**config.mk**
```make
export PLATFORM = sky130hd
export DESIGN_NAME = alu_issue_stage
export DESIGN_NICKNAME = d
export VERILOG_FILES = /design/src/rtl/alu_issue_stage.sv
export SDC_FILE = /design/constraint.sdc
export NUM_CORES = 1
export LEC_CHECK = 0
export CORE_AREA = 2 2 90 92
export CTS_CLUSTER_DIAMETER = 200
export DETAILED_ROUTE_END_ITERATION = 12
export DIE_AREA = 0 0 92 94
export PLACE_DENSITY = 0.74
export SLEW_MARGIN = 20
export SYNTH_ARGS = -nofsm -noshare
export SYNTH_HDL_FRONTEND = slang
export SYNTH_SLANG_ARGS = --single-unit
export TNS_END_PERCENT = 50
```
**constraint.sdc**
```tcl
create_clock -name clk -period 1.9 [get_ports clk]
set_input_delay 0.38 -clock clk [delete_from_list [all_inputs] [get_ports clk]]
set_output_delay 0.38 -clock clk [all_outputs]
set_load 0.005 [all_outputs]
```
**src/rtl/alu_issue_stage.sv**
```systemverilog
// ID/EX stage: decodes the ALU op, forwards operands, and registers them for EX.
// Detects load-use stalls and resolves BEQ/JAL flushes from the EX zero flag.
module alu_issue_stage #(
   parameter int DATA_W = 8,
   parameter int RIDX_W = 3
) (
   input  logic              clk,
   input  logic              rst_n,
   input  logic              id_valid,
   input  logic [1:0]        id_opclass,
   input  logic [2:0]        id_funct3,
   input  logic              id_funct7b5,
   input  logic [RIDX_W-1:0] id_rs1,
   input  logic [RIDX_W-1:0] id_rs2,
   input  logic [RIDX_W-1:0] id_rd,
   input  logic [DATA_W-1:0] id_rs1_data,
   input  logic [DATA_W-1:0] id_rs2_data,
   input  logic [DATA_W-1:0] id_imm,
   input  logic [DATA_W-1:0] id_pc,
   input  logic              id_reg_write,
   input  logic              id_mem_read,
   input  logic [DATA_W-1:0] alu_result,
   input  logic              alu_zero,
   input  logic [RIDX_W-1:0] mem_rd,
   input  logic              mem_reg_write,
   input  logic [DATA_W-1:0] mem_result,
   input  logic [RIDX_W-1:0] wb_rd,
   input  logic              wb_reg_write,
   input  logic [DATA_W-1:0] wb_result,
   output logic [DATA_W-1:0] data1,
   output logic [DATA_W-1:0] data2,
   output logic [3:0]        ALU_control,
   output logic              ex_valid,
   output logic              ex_reg_write,
   output logic              ex_mem_read,
   output logic [RIDX_W-1:0] ex_rd,
   output logic [DATA_W-1:0] ex_store_data,
   output logic              stall,
   output logic              flush,
   output logic [DATA_W-1:0] branch_target,
   output logic              illegal_op
);

   localparam logic [3:0] OP_AND  = 4'b0000;
   localparam logic [3:0] OP_OR   = 4'b0001;
   localparam logic [3:0] OP_ADD  = 4'b0010;
   localparam logic [3:0] OP_XOR  = 4'b0011;
   localparam logic [3:0] OP_NOT  = 4'b0100;
   localparam logic [3:0] OP_SUB  = 4'b0110;
   localparam logic [3:0] OP_JUMP = 4'b1100;

   localparam logic [1:0] CLS_R   = 2'b00;
   localparam logic [1:0] CLS_I   = 2'b01;
   localparam logic [1:0] CLS_BEQ = 2'b10;
   localparam logic [1:0] CLS_JAL = 2'b11;

   logic [3:0]        dec_ctrl;
   logic              dec_illegal;
   logic              use_rs2;
   logic              hazard;
   logic              issue;
   logic              ex_is_beq;
   logic              ex_is_jal;
   logic [RIDX_W-1:0] src_idx [2];
   logic [DATA_W-1:0] rf_dat  [2];
   logic [DATA_W-1:0] fwd_dat [2];
   logic [DATA_W-1:0] op2_sel;

   always_comb begin
      dec_ctrl    = OP_ADD;
      dec_illegal = 1'b0;
      case (id_opclass)
         CLS_R, CLS_I: begin
            case (id_funct3)
               3'b000:  dec_ctrl = (id_opclass == CLS_R && id_funct7b5) ? OP_SUB : OP_ADD;
               3'b111:  dec_ctrl = OP_AND;
               3'b110:  dec_ctrl = OP_OR;
               3'b100:  dec_ctrl = OP_XOR;
               3'b101:  dec_ctrl = OP_NOT;
               default: dec_illegal = 1'b1;
            endcase
         end
         CLS_BEQ: dec_ctrl = OP_SUB;
         default: dec_ctrl = OP_JUMP;
      endcase
   end

   // A load in EX has no result yet, so it is excluded from the EX bypass.
   always_comb begin
      src_idx[0] = id_rs1;
      src_idx[1] = id_rs2;
      rf_dat[0]  = id_rs1_data;
      rf_dat[1]  = id_rs2_data;
      for (int i = 0; i < 2; i++) begin
         if (src_idx[i] == '0)
            fwd_dat[i] = '0;
         else if (ex_valid && ex_reg_write && !ex_mem_read && ex_rd == src_idx[i])
            fwd_dat[i] = alu_result;
         else if (mem_reg_write && mem_rd == src_idx[i])
            fwd_dat[i] = mem_result;
         else if (wb_reg_write && wb_rd == src_idx[i])
            fwd_dat[i] = wb_result;
         else
            fwd_dat[i] = rf_dat[i];
      end
   end

   always_comb begin
      op2_sel = fwd_dat[1];
      if (id_opclass == CLS_I)
         op2_sel = id_imm;
      else if (id_opclass == CLS_JAL)
         op2_sel = '0;
   end

   assign use_rs2 = (id_opclass == CLS_R) || (id_opclass == CLS_BEQ);
   assign hazard  = id_valid && ex_valid && ex_mem_read && (ex_rd != '0) &&
                    ((ex_rd == id_rs1) || (use_rs2 && ex_rd == id_rs2));
   assign flush   = ex_valid && ((ex_is_beq && alu_zero) || ex_is_jal);
   assign stall   = hazard && !flush;
   assign issue   = id_valid && !flush && !hazard && !dec_illegal;

   // Bubbles clear only the control bits; the operand registers keep their last values.
   always_ff @(posedge clk or negedge rst_n) begin
      if (!rst_n) begin
         data1         <= '0;
         data2         <= '0;
         ALU_control   <= OP_AND;
         ex_valid      <= 1'b0;
         ex_reg_write  <= 1'b0;
         ex_mem_read   <= 1'b0;
         ex_rd         <= '0;
         ex_store_data <= '0;
         branch_target <= '0;
         illegal_op    <= 1'b0;
         ex_is_beq     <= 1'b0;
         ex_is_jal     <= 1'b0;
      end else begin
         ex_valid     <= issue;
         ex_reg_write <= issue && id_reg_write;
         ex_mem_read  <= issue && id_mem_read;
         ex_is_beq    <= issue && (id_opclass == CLS_BEQ);
         ex_is_jal    <= issue && (id_opclass == CLS_JAL);
         illegal_op   <= id_valid && !flush && !hazard && dec_illegal;
         if (issue) begin
            data1         <= fwd_dat[0];
            data2         <= op2_sel;
            ALU_control   <= dec_ctrl;
            ex_rd         <= id_rd;
            ex_store_data <= fwd_dat[1];
            branch_target <= id_pc + id_imm;
         end
      end
   end

endmodule
```
==> results_dict.tcl, run 1 <==
set metrics [dict create \
    p_int_mw 2.43 \
    stdcell_area_mm2 0.00534 \
    p_leak_nw 2.26 \
    numCtsBuffers 5 \
    start_kind "register" \
    fin_nets 592 \
    min_period_ns 2.27 \
    p_clk_frac 0.213 \
    fin_worst_skew_ns 0.0117 \
    wl_mm 10.9 \
    grt_first_pass_wirelength_mm 16.8 \
    synth_area_leaders "dfrtp_1 (39%), o21ai_0 (4.7%), o31ai_1 (4.5%)" \
    total_power_mw 3.46 \
    cap_viol_max_count 0 \
    violations "setup timing" \
    powerDensity_mw_per_mm2 648 \
    htreeDepth 2 \
    yosysTopAreaCell "dfrtp_1" \
    placed_area_mm2 0.00471 \
    grt_usage 0.246 \
    crit_cells 5 \
    hold_viol_final 0 \
    grt-ovfl-total 0 \
    stdcell_count 602 \
    synth_ff_type "dfrtp_1" \
    worst-path-buf-inv 1 \
    io_buffer_count 129 \
    dp_cells 574 \
    peakVddDrop_v 0.000389 \
    fmax_mhz 440 \
    power.share.sequential 0.354 \
    cpMaxStageDelayCell "or4_4" \
    path_clk_slew_ns 0.09 \
    min_path_type "in -> async" \
    seq_area_frac_synth 0.394 \
    status "finished, violations left" \
    ys_types 44 \
    pwr-share-comb 0.433 \
    rsz0062_at_grt "yes" \
    async_flop_share 1.00 \
    ant_nets 0 \
    syn_avg_cell_area_um2 9.56 \
    drt_iter0_markers 222 \
    path_max_fanout 2 \
    drc_errors 0 \
    drive_gt1_frac 0.306 \
    cts.sinks 45 \
    critical_path_class "reg -> out" \
    dp_slack_ns -0.951 \
    viasPerCell 5.50 \
    end_kind "primary output" \
    dr_total_vias 3313 \
    ff2ff_path_depth 7 \
    setup_tns_ns -13.04 \
    die-area_mm2 0.00865 \
    synth_most_common_cell "dfrtp_1" \
    synth_top_cell_area_share 0.394 \
    maxSlewViolCount 0 \
    globalplace.congestion 0.955 \
    grt_start_max_net_pins 25 \
    die_x_um 92 \
    grt_antenna_before_repair 0 \
    slew_headroom 0.449 \
    synth_nets 392 \
    cp_top_family "simple AND/OR/NAND/NOR gates" \
    antennaDiodeCount 0 \
    hold_buffers 0 \
    yosys-top-cells-count "dfrtp_1 (45), o21ai_0 (27), nand2_1 (19)" \
    critPathArrivalTime_ns 1.89 \
    synth_edf_count 0 \
    finalCritPeriodShare 1.20 \
    drt_first_pass_iters 5 \
    wire_per_inst_um 18.1 \
    path_cells "xor2_2 > or4_4 > a21oi_4 > and2_4 > buf_6" \
    syn_area_mm2 0.00286 \
    start_util 0.376 \
    power.switching_mw 1.03 \
    core_region_area_mm2 0.00761 \
    ys_ff_latch 45 \
    area_growth_pct 86.8 \
    p_sw_frac 0.298 \
    dpl.hpwl_mm 7.81 \
    cpPeakStageDelay_ns 0.56 \
    setup_viol 47 \
    die_h_um 94 \
    setup_ws_ns -0.372 \
    cts_root_buffer "clkbuf_8" \
    worstSkewPairLatency_ns 0.30 \
    ys.warnings.count 0 \
    row_count 32 \
    cts_tree "done" \
    tightestPinTransition_ns 0.820 \
    fillers 568 \
    grt_pass1_vias 3403 \
    synthesis.instances 299 \
    clockBufferDepth 2 \
    io_pins 130 \
    critPathRequiredTime_ns 1.52 \
]
-- kinds of logic after synthesis --
kind of cell             after synthesis  synth area share
AO/OA/AOI/OAI                        104             0.261
XOR/XNOR                              24            0.0735
adder cells (fa/ha/maj)                8            0.0376
buffers and inverters                 31            0.0455
flip-flops                            45             0.394
multiplexers                           9            0.0446
AND/OR/NAND/NOR                       78             0.144
-- stage by stage --
step           hold slack (ns)  utilization
2_1_floorplan           0.0844            -
3_3_place_gp             0.392        0.619
6_report                0.0431        0.702
3_5_place_dp             0.390        0.619
4_1_cts                 0.0493        0.690
5_1_grt                 0.0671        0.702
-- worst paths after layout --
| check | to | from | slack [ns] |
|---|---|---|---|
| setup reg to reg | ex_rd[0] | ex_rd[2] | -0.37 |
| setup / recovery | stall | ex_rd[2] | -0.37 |
| hold / removal | ex_store_data[5] | rst_n | 0.04 |
| min in group clk | ALU_control[3] | ALU_control[3] | 0.51 |
| max in group asynchronous | ex_rd[1] | rst_n | 1.33 |
| hold reg to reg | ALU_control[3] | ALU_control[3] | 0.51 |
-- state kept, by name, indices dropped and copies added, names as in the netlist --
register and flops:
ex_rd 3, ex_store_data 8, data1 8, ALU_control 4, ex_reg_write 1, illegal_op 1
branch_target 8, ex_valid 1, ex_is_jal 1, data2 8, ex_mem_read 1, ex_is_beq 1
-- layer usage --
metal  wire length [µm]  GRT usage  vias up  share of wire
li1                   -          -     1532              -
met1               4350      0.314     1589           0.40
met2               5450      0.425      164           0.50
met3                836     0.0490       28          0.077
met4                250     0.0721        0          0.023
met5                  0          0        -              0
-- what timing repair did --
item / in CTS / in global routing
gates cloned: 4 / 0
gates resized for setup: 73 / 15
buffers inserted: 14 / 2
endpoints found under the hold margin: 0 / 0
endpoints found under the setup margin: 47 / 47
pin swaps: 28 / 11
-- power groups by stage --
stage,combinational [mW],sequential [mW],clock [mW]
final,1.50,1.22,0.736
after global routing,1.60,1.24,0.798
after CTS,1.44,1.22,0.756
after detailed placement,1.26,1.24,0
after global placement,1.24,1.24,0
after floorplan,0.453,1.23,0
-- cell usage in the layout (no fill, tap or decap), types with 10 or more instances in the layout --
cell and count:
a21oi_1 12, and2_1 10, buf_4 66, buf_6 12
clkdlybuf4s50_1 117, dfrtp_1 45, inv_1 12, nand2_1 19
nor2_1 15, o21ai_0 23, xnor2_1 12, xor2_1 11
-- cell type report --
type	instances	area, µm²	area share
timing repair inverter	1	7.51	0.00141
multi-input combinational	223	1900	0.355
timing repair buffer	210	2020	0.378
sequential	45	1130	0.211
inverter	13	56.3	0.0105
clock inverter	2	38.8	0.00726
clock buffer	6	72.6	0.0136
tap	102	128	0.0239
No activity file was read; power rests on OpenSTA's default activity.
==> run 2, diff against run 1 <==
--- a/config.mk
+++ b/config.mk
@@ -9,6 +9,7 @@
 export CTS_CLUSTER_DIAMETER = 200
 export DETAILED_ROUTE_END_ITERATION = 12
 export DIE_AREA = 0 0 92 94
+export MAX_ROUTING_LAYER = met4
 export PLACE_DENSITY = 0.74
 export SLEW_MARGIN = 20
 export SYNTH_ARGS = -nofsm -noshare
==> run 2 against run 1 <==
  * The flow still finishes with violations (setup timing)
  * Sequential share of layout area about the same
  * First-iteration DRC count grew 11%
  * Flip-flop and latch count unchanged
  * Cell count unchanged
  * Via count is 0.97% lower
  * Critical path type unchanged
  * Critical endpoint unchanged
  * Highest routed layer unchanged
==> results_dict.tcl, run 2 (synthesized netlist as in run 1, its figures left out) <==
set metrics [dict create \
    dr_total_vias 3281 \
    cpMaxStageDelayCell "or4_4" \
    rsz0062_at_grt "yes" \
    status "finished, violations left" \
    drt_first_pass_iters 5 \
    grt_start_max_net_pins 25 \
    placed_area_mm2 0.00471 \
    io_pins 130 \
    cap_viol_max_count 0 \
    globalplace.congestion 0.972 \
    tightestPinTransition_ns 0.799 \
    stdcell_area_mm2 0.00535 \
    io_buffer_count 129 \
    dpl.hpwl_mm 7.81 \
    drive_gt1_frac 0.302 \
    ff2ff_path_depth 7 \
    stdcell_count 602 \
    cts_root_buffer "clkbuf_8" \
    numCtsBuffers 5 \
    cts_tree "done" \
    viasPerCell 5.45 \
    final_common_cell "clkdlybuf4s50_1" \
    cts.sinks 45 \
    min_period_ns 2.27 \
    setup_viol 47 \
    htreeDepth 2 \
    fin_worst_skew_ns 0.0126 \
    core_region_area_mm2 0.00761 \
    peakVddDrop_v 0.000390 \
    dp_cells 574 \
    wire_per_inst_um 18.1 \
    min_path_type "in -> async" \
    die_x_um 92 \
    slew_headroom 0.463 \
    cpPeakStageDelay_ns 0.56 \
    final_cell_mix "clkdlybuf4s50_1 (116), buf_4 (66), dfrtp_1 (45)" \
    die_h_um 94 \
    r2r_start "ex_rd[2]" \
    setup_ws_ns -0.367 \
    ant_nets 0 \
    grt_antenna_before_repair 0 \
    worstSkewPairLatency_ns 0.30 \
    powerDensity_mw_per_mm2 648 \
    grt-ovfl-total 0 \
    maxSlewViolCount 0 \
    violations "setup timing" \
    grt_usage 0.254 \
    path_clk_slew_ns 0.10 \
    row_count 32 \
    path_cells "xor2_2 > or4_4 > a21oi_4 > and2_4 > buf_6" \
    grt_pass1_vias 3399 \
    fmax_mhz 441 \
    clockBufferDepth 2 \
    utilization 0.703 \
    hold_buffers 0 \
    end_kind "primary output" \
    fin_nets 592 \
    finalCritPeriodShare 1.19 \
    rrSetupSlack_ns -0.37 \
    p_leak_nw 2.27 \
    r2r-end "ex_rd[0]" \
    start_util 0.376 \
    worst_hold_slack_ns 0.0467 \
    critPathArrivalTime_ns 1.89 \
    drc_errors 0 \
    cp_top_family "simple AND/OR/NAND/NOR gates" \
    hold_viol_final 0 \
    worst-path-buf-inv 1 \
    critical_path_class "reg -> out" \
    seq_area_mm2 0.00113 \
    antennaDiodeCount 0 \
    path_max_fanout 2 \
    grt_first_pass_wirelength_mm 16.8 \
    drt_iter0_markers 247 \
    critPathRequiredTime_ns 1.52 \
    die-area_mm2 0.00865 \
    wl_mm 10.9 \
    area_growth_pct 87.0 \
    multi_input_area_mm2 0.00190 \
    start_kind "register" \
    fillers 567 \
]
## run 2: layout make-up
cell class	instances	area share
Timing Repair Buffer	210	0.378
Multi-Input combinational cell	223	0.355
Sequential cell	45	0.211
Tap cell	102	0.0239
Clock buffer	6	0.0136
Inverter	13	0.0105
Clock inverter	2	0.00725
Timing Repair inverter	1	0.00140
## run 2: where the power goes
part / switching [mW] / total, mW / internal, mW
Sequential: 0.109 / 1.23 / 1.12
Combinational: 0.581 / 1.50 / 0.918
Clock: 0.344 / 0.739 / 0.395
Total: 1.03 / 3.46 / 2.43
## run 2: timing repair
item	4_1_cts	5_1_grt
gates cloned	4	0
buffers inserted	14	2
resized for setup	73	15
setup endpoints to repair	47	47
pin swaps	28	12
## run 2: how the worst max path moves through the flow
stage,cells past startpoint,startpoint,endpoint,slack [ns]
after floorplan,8,ex_rd[1],ALU_control[2],-0.20
after global placement,7,id_rs2[0],data2[5],-0.91
after detailed placement,7,id_rs2[0],data2[4],-0.95
after CTS,5,ex_rd[2],stall,-0.36
after global routing,7,ex_rd[2],branch_target[5],-0.43
final,5,ex_rd[2],stall,-0.37
## run 2: routing by layer
layer	part of all wire	global-route usage	routed length, µm	up-vias
li1	-	-	-	1537
met1	0.41	0.319	4480	1566
met2	0.50	0.423	5490	151
met3	0.064	0.0554	691	27
met4	0.020	0.0609	213	0
met5	0	-	0	-
## run 2: per-stage QoR
stage | power (mW) | setup TNS [ns] | setup WS, ns
5_1_grt | 3.64 | -15.37 | -0.433
6_report | 3.46 | -12.85 | -0.367
3_3_place_gp | 2.47 | -32.69 | -0.912
2_1_floorplan | 1.69 | -2.92 | -0.198
3_5_place_dp | 2.50 | -33.53 | -0.951
4_1_cts | 3.42 | -11.31 | -0.363
==> run 3, diff against run 2 <==
==> constraint.sdc (replaced) <==
create_clock -name clk -period 1.9 [get_ports clk]
set_input_delay 0.475 -clock clk [delete_from_list [all_inputs] [get_ports clk]]
set_output_delay 0.475 -clock clk [all_outputs]
set_load 0.005 [all_outputs]
==> run 3 against run 2 <==
  * Clock-buffer cell count decreased by 1
  * The run still ends with setup timing left
  * Critical endpoint unchanged
  * Sequential power hardly changed
  * Largest cell class is now multi-input gates
  * Non-clock buffer count down 21
  * Flip-flop and latch count is the same
  * Total power decreased by 3.6%
==> results_dict.tcl, run 3 (synthesized netlist as in run 1, its figures left out) <==
set metrics [dict create \
    status "finished, violations left" \
    violations "setup timing" \
    r2r_start "ex_rd[1]" \
    drt_iter0_markers 200 \
    io_pins 130 \
    area_growth_pct 76.0 \
    met1_usage 0.301 \
    die_x_um 92 \
    grt_antenna_before_repair 0 \
    antennaDiodeCount 0 \
    critical_path_class "reg -> out" \
    min_period_ns 2.37 \
    slew_headroom 0.575 \
    grt.busiest_layer "met2" \
    drive_gt1_frac 0.263 \
    grtUsageMet2 0.374 \
    die-area_mm2 0.00865 \
    r2r-end "branch_target[5]" \
    cpPeakStageDelay_ns 0.55 \
    io_buffer_count 129 \
    htreeDepth 2 \
    path_max_fanout 2 \
    cap_viol_max_count 0 \
    start_util 0.376 \
    ant_nets 0 \
    cts_tree "done" \
    startpoint "ex_rd[1]" \
    grt_start_max_net_pins 26 \
    dr_total_vias 3170 \
    cts_root_buffer "clkbuf_8" \
    start_kind "register" \
    maxSlewViolCount 0 \
    power.share.sequential 0.365 \
    clockBufferDepth 2 \
    globalplace.congestion 0.951 \
    drc_errors 0 \
    fin_nets 571 \
    path_clk_slew_ns 0.09 \
    ff2ff_path_depth 7 \
    grt_pass1_vias 3108 \
    die_h_um 94 \
    wl_mm 10.0 \
    wire_per_inst_um 17.2 \
    final_cell_mix "clkdlybuf4s50_1 (116), buf_4 (58), dfrtp_1 (44)" \
    peakVddDrop_v 0.000372 \
    path_cells "xor2_2 > or4_4 > a21oi_4 > and2_4 > buf_6" \
    rsz0062_at_grt "yes" \
    met3_usage 0.0482 \
    p_int_mw 2.35 \
    worstSkewPairLatency_ns 0.31 \
    p_sw_frac 0.297 \
    grt-ovfl-total 0 \
    utilization 0.661 \
    powerDensity_mw_per_mm2 664 \
    grt_usage 0.233 \
    fin_worst_skew_ns 0.00826 \
    hold_buffers 0 \
    power.switching_mw 0.992 \
    rrSetupSlack_ns -0.45 \
    critPathRequiredTime_ns 1.42 \
    setup_ws_ns -0.469 \
    cts.sinks 45 \
    final_common_cell "clkdlybuf4s50_1" \
    hold_viol_final 0 \
    setup_viol 47 \
    dpl.hpwl_mm 7.88 \
    finalCritPeriodShare 1.25 \
    viasPerCell 5.46 \
    fmax_mhz 422 \
    drt_first_pass_iters 4 \
    numCtsBuffers 5 \
    p_clk_frac 0.228 \
    tightestPinTransition_ns 0.634 \
    core_region_area_mm2 0.00761 \
    end_kind "primary output" \
    total_power_mw 3.34 \
    row_count 32 \
    cpMaxStageDelayCell "or4_4" \
    min_path_type "in -> async" \
    p_leak_nw 2.13 \
    pwr-share-comb 0.407 \
    critPathArrivalTime_ns 1.89 \
    grt_first_pass_wirelength_mm 15.4 \
]
[run 3: changes by cell type in the layout (fill, tap and decap cells not counted), sizes merged]
cell / previous run / this run
inv: 13 / 14
dlymetal6s2s: 2 / 4
clkdlybuf4s15: 2 / 1
buf: 84 / 62
clkbuf: 6 / 5
[run 3: layout make-up]
| class | count | area [µm²] |
|---|---|---|
| inverters | 13 | 51.3 |
| clock buffers | 5 | 68.8 |
| repair buffers | 189 | 1770 |
| well taps | 102 | 128 |
| fillers | 599 | 2580 |
| repair inverters | 1 | 7.51 |
| multi-input cells | 223 | 1830 |
| clock inverters | 3 | 50.0 |
| flip-flops and latches | 45 | 1130 |
[run 3: per-layer routing]
metal	wire, µm	up-vias
li1	-	1482
met1	4320	1535
met2	4810	129
met3	620	24
met4	246	0
met5	0	-
[run 3: how the worst max path moves through the flow]
stage                             endpoint  slack [ns]  cells past startpoint
after floorplan                   ex_rd[1]       -0.23                      8
after global placement            data2[5]       -1.05                      7
after detailed placement          data2[5]       -1.05                      7
after CTS                 branch_target[5]       -0.47                      7
after global routing      branch_target[5]       -0.51                      7
final                                stall       -0.47                      5
[run 3: per-stage QoR]
step	hold WS [ns]	worst slack [ns]	cell area (µm²)	setup TNS (ns)	cells
2_1_floorplan	0.179	-0.228	2910	-5.03	299
3_3_place_gp	0.476	-1.05	4680	-40.65	570
3_5_place_dp	0.482	-1.05	4680	-41.23	570
4_1_cts	0.146	-0.467	4920	-17.10	580
5_1_grt	0.160	-0.511	5030	-17.47	581
6_report	0.144	-0.469	5030	-14.48	581
[run 3: worst max-delay path, delay by kind of cell, from the launching register on]
family                 cells  cell delay, ns
AO/OA/AOI/OAI              1            0.21
XOR/XNOR                   1            0.16
buffers and inverters      1            0.08
flip-flops                 1            0.43
AND/OR/NAND/NOR            2            0.72
[run 3: repair_timing]
| item | in CTS | in global routing |
|---|---|---|
| endpoints found under the hold margin | 0 | 0 |
| gates cloned | 1 | 0 |
| setup buffers | 1 | 1 |
| resized for setup | 37 | 25 |
| pin swaps | 8 | 16 |
| endpoints found under the setup margin | 47 | 47 |
[run 3: power by group through the flow]
stage / Clock [mW] / Combinational [mW] / Sequential [mW]
final: 0.762 / 1.36 / 1.22
after global placement: 0 / 1.23 / 1.23
after global routing: 0.820 / 1.45 / 1.24
after detailed placement: 0 / 1.26 / 1.24
after floorplan: 0 / 0.452 / 1.23
after CTS: 0.773 / 1.31 / 1.22
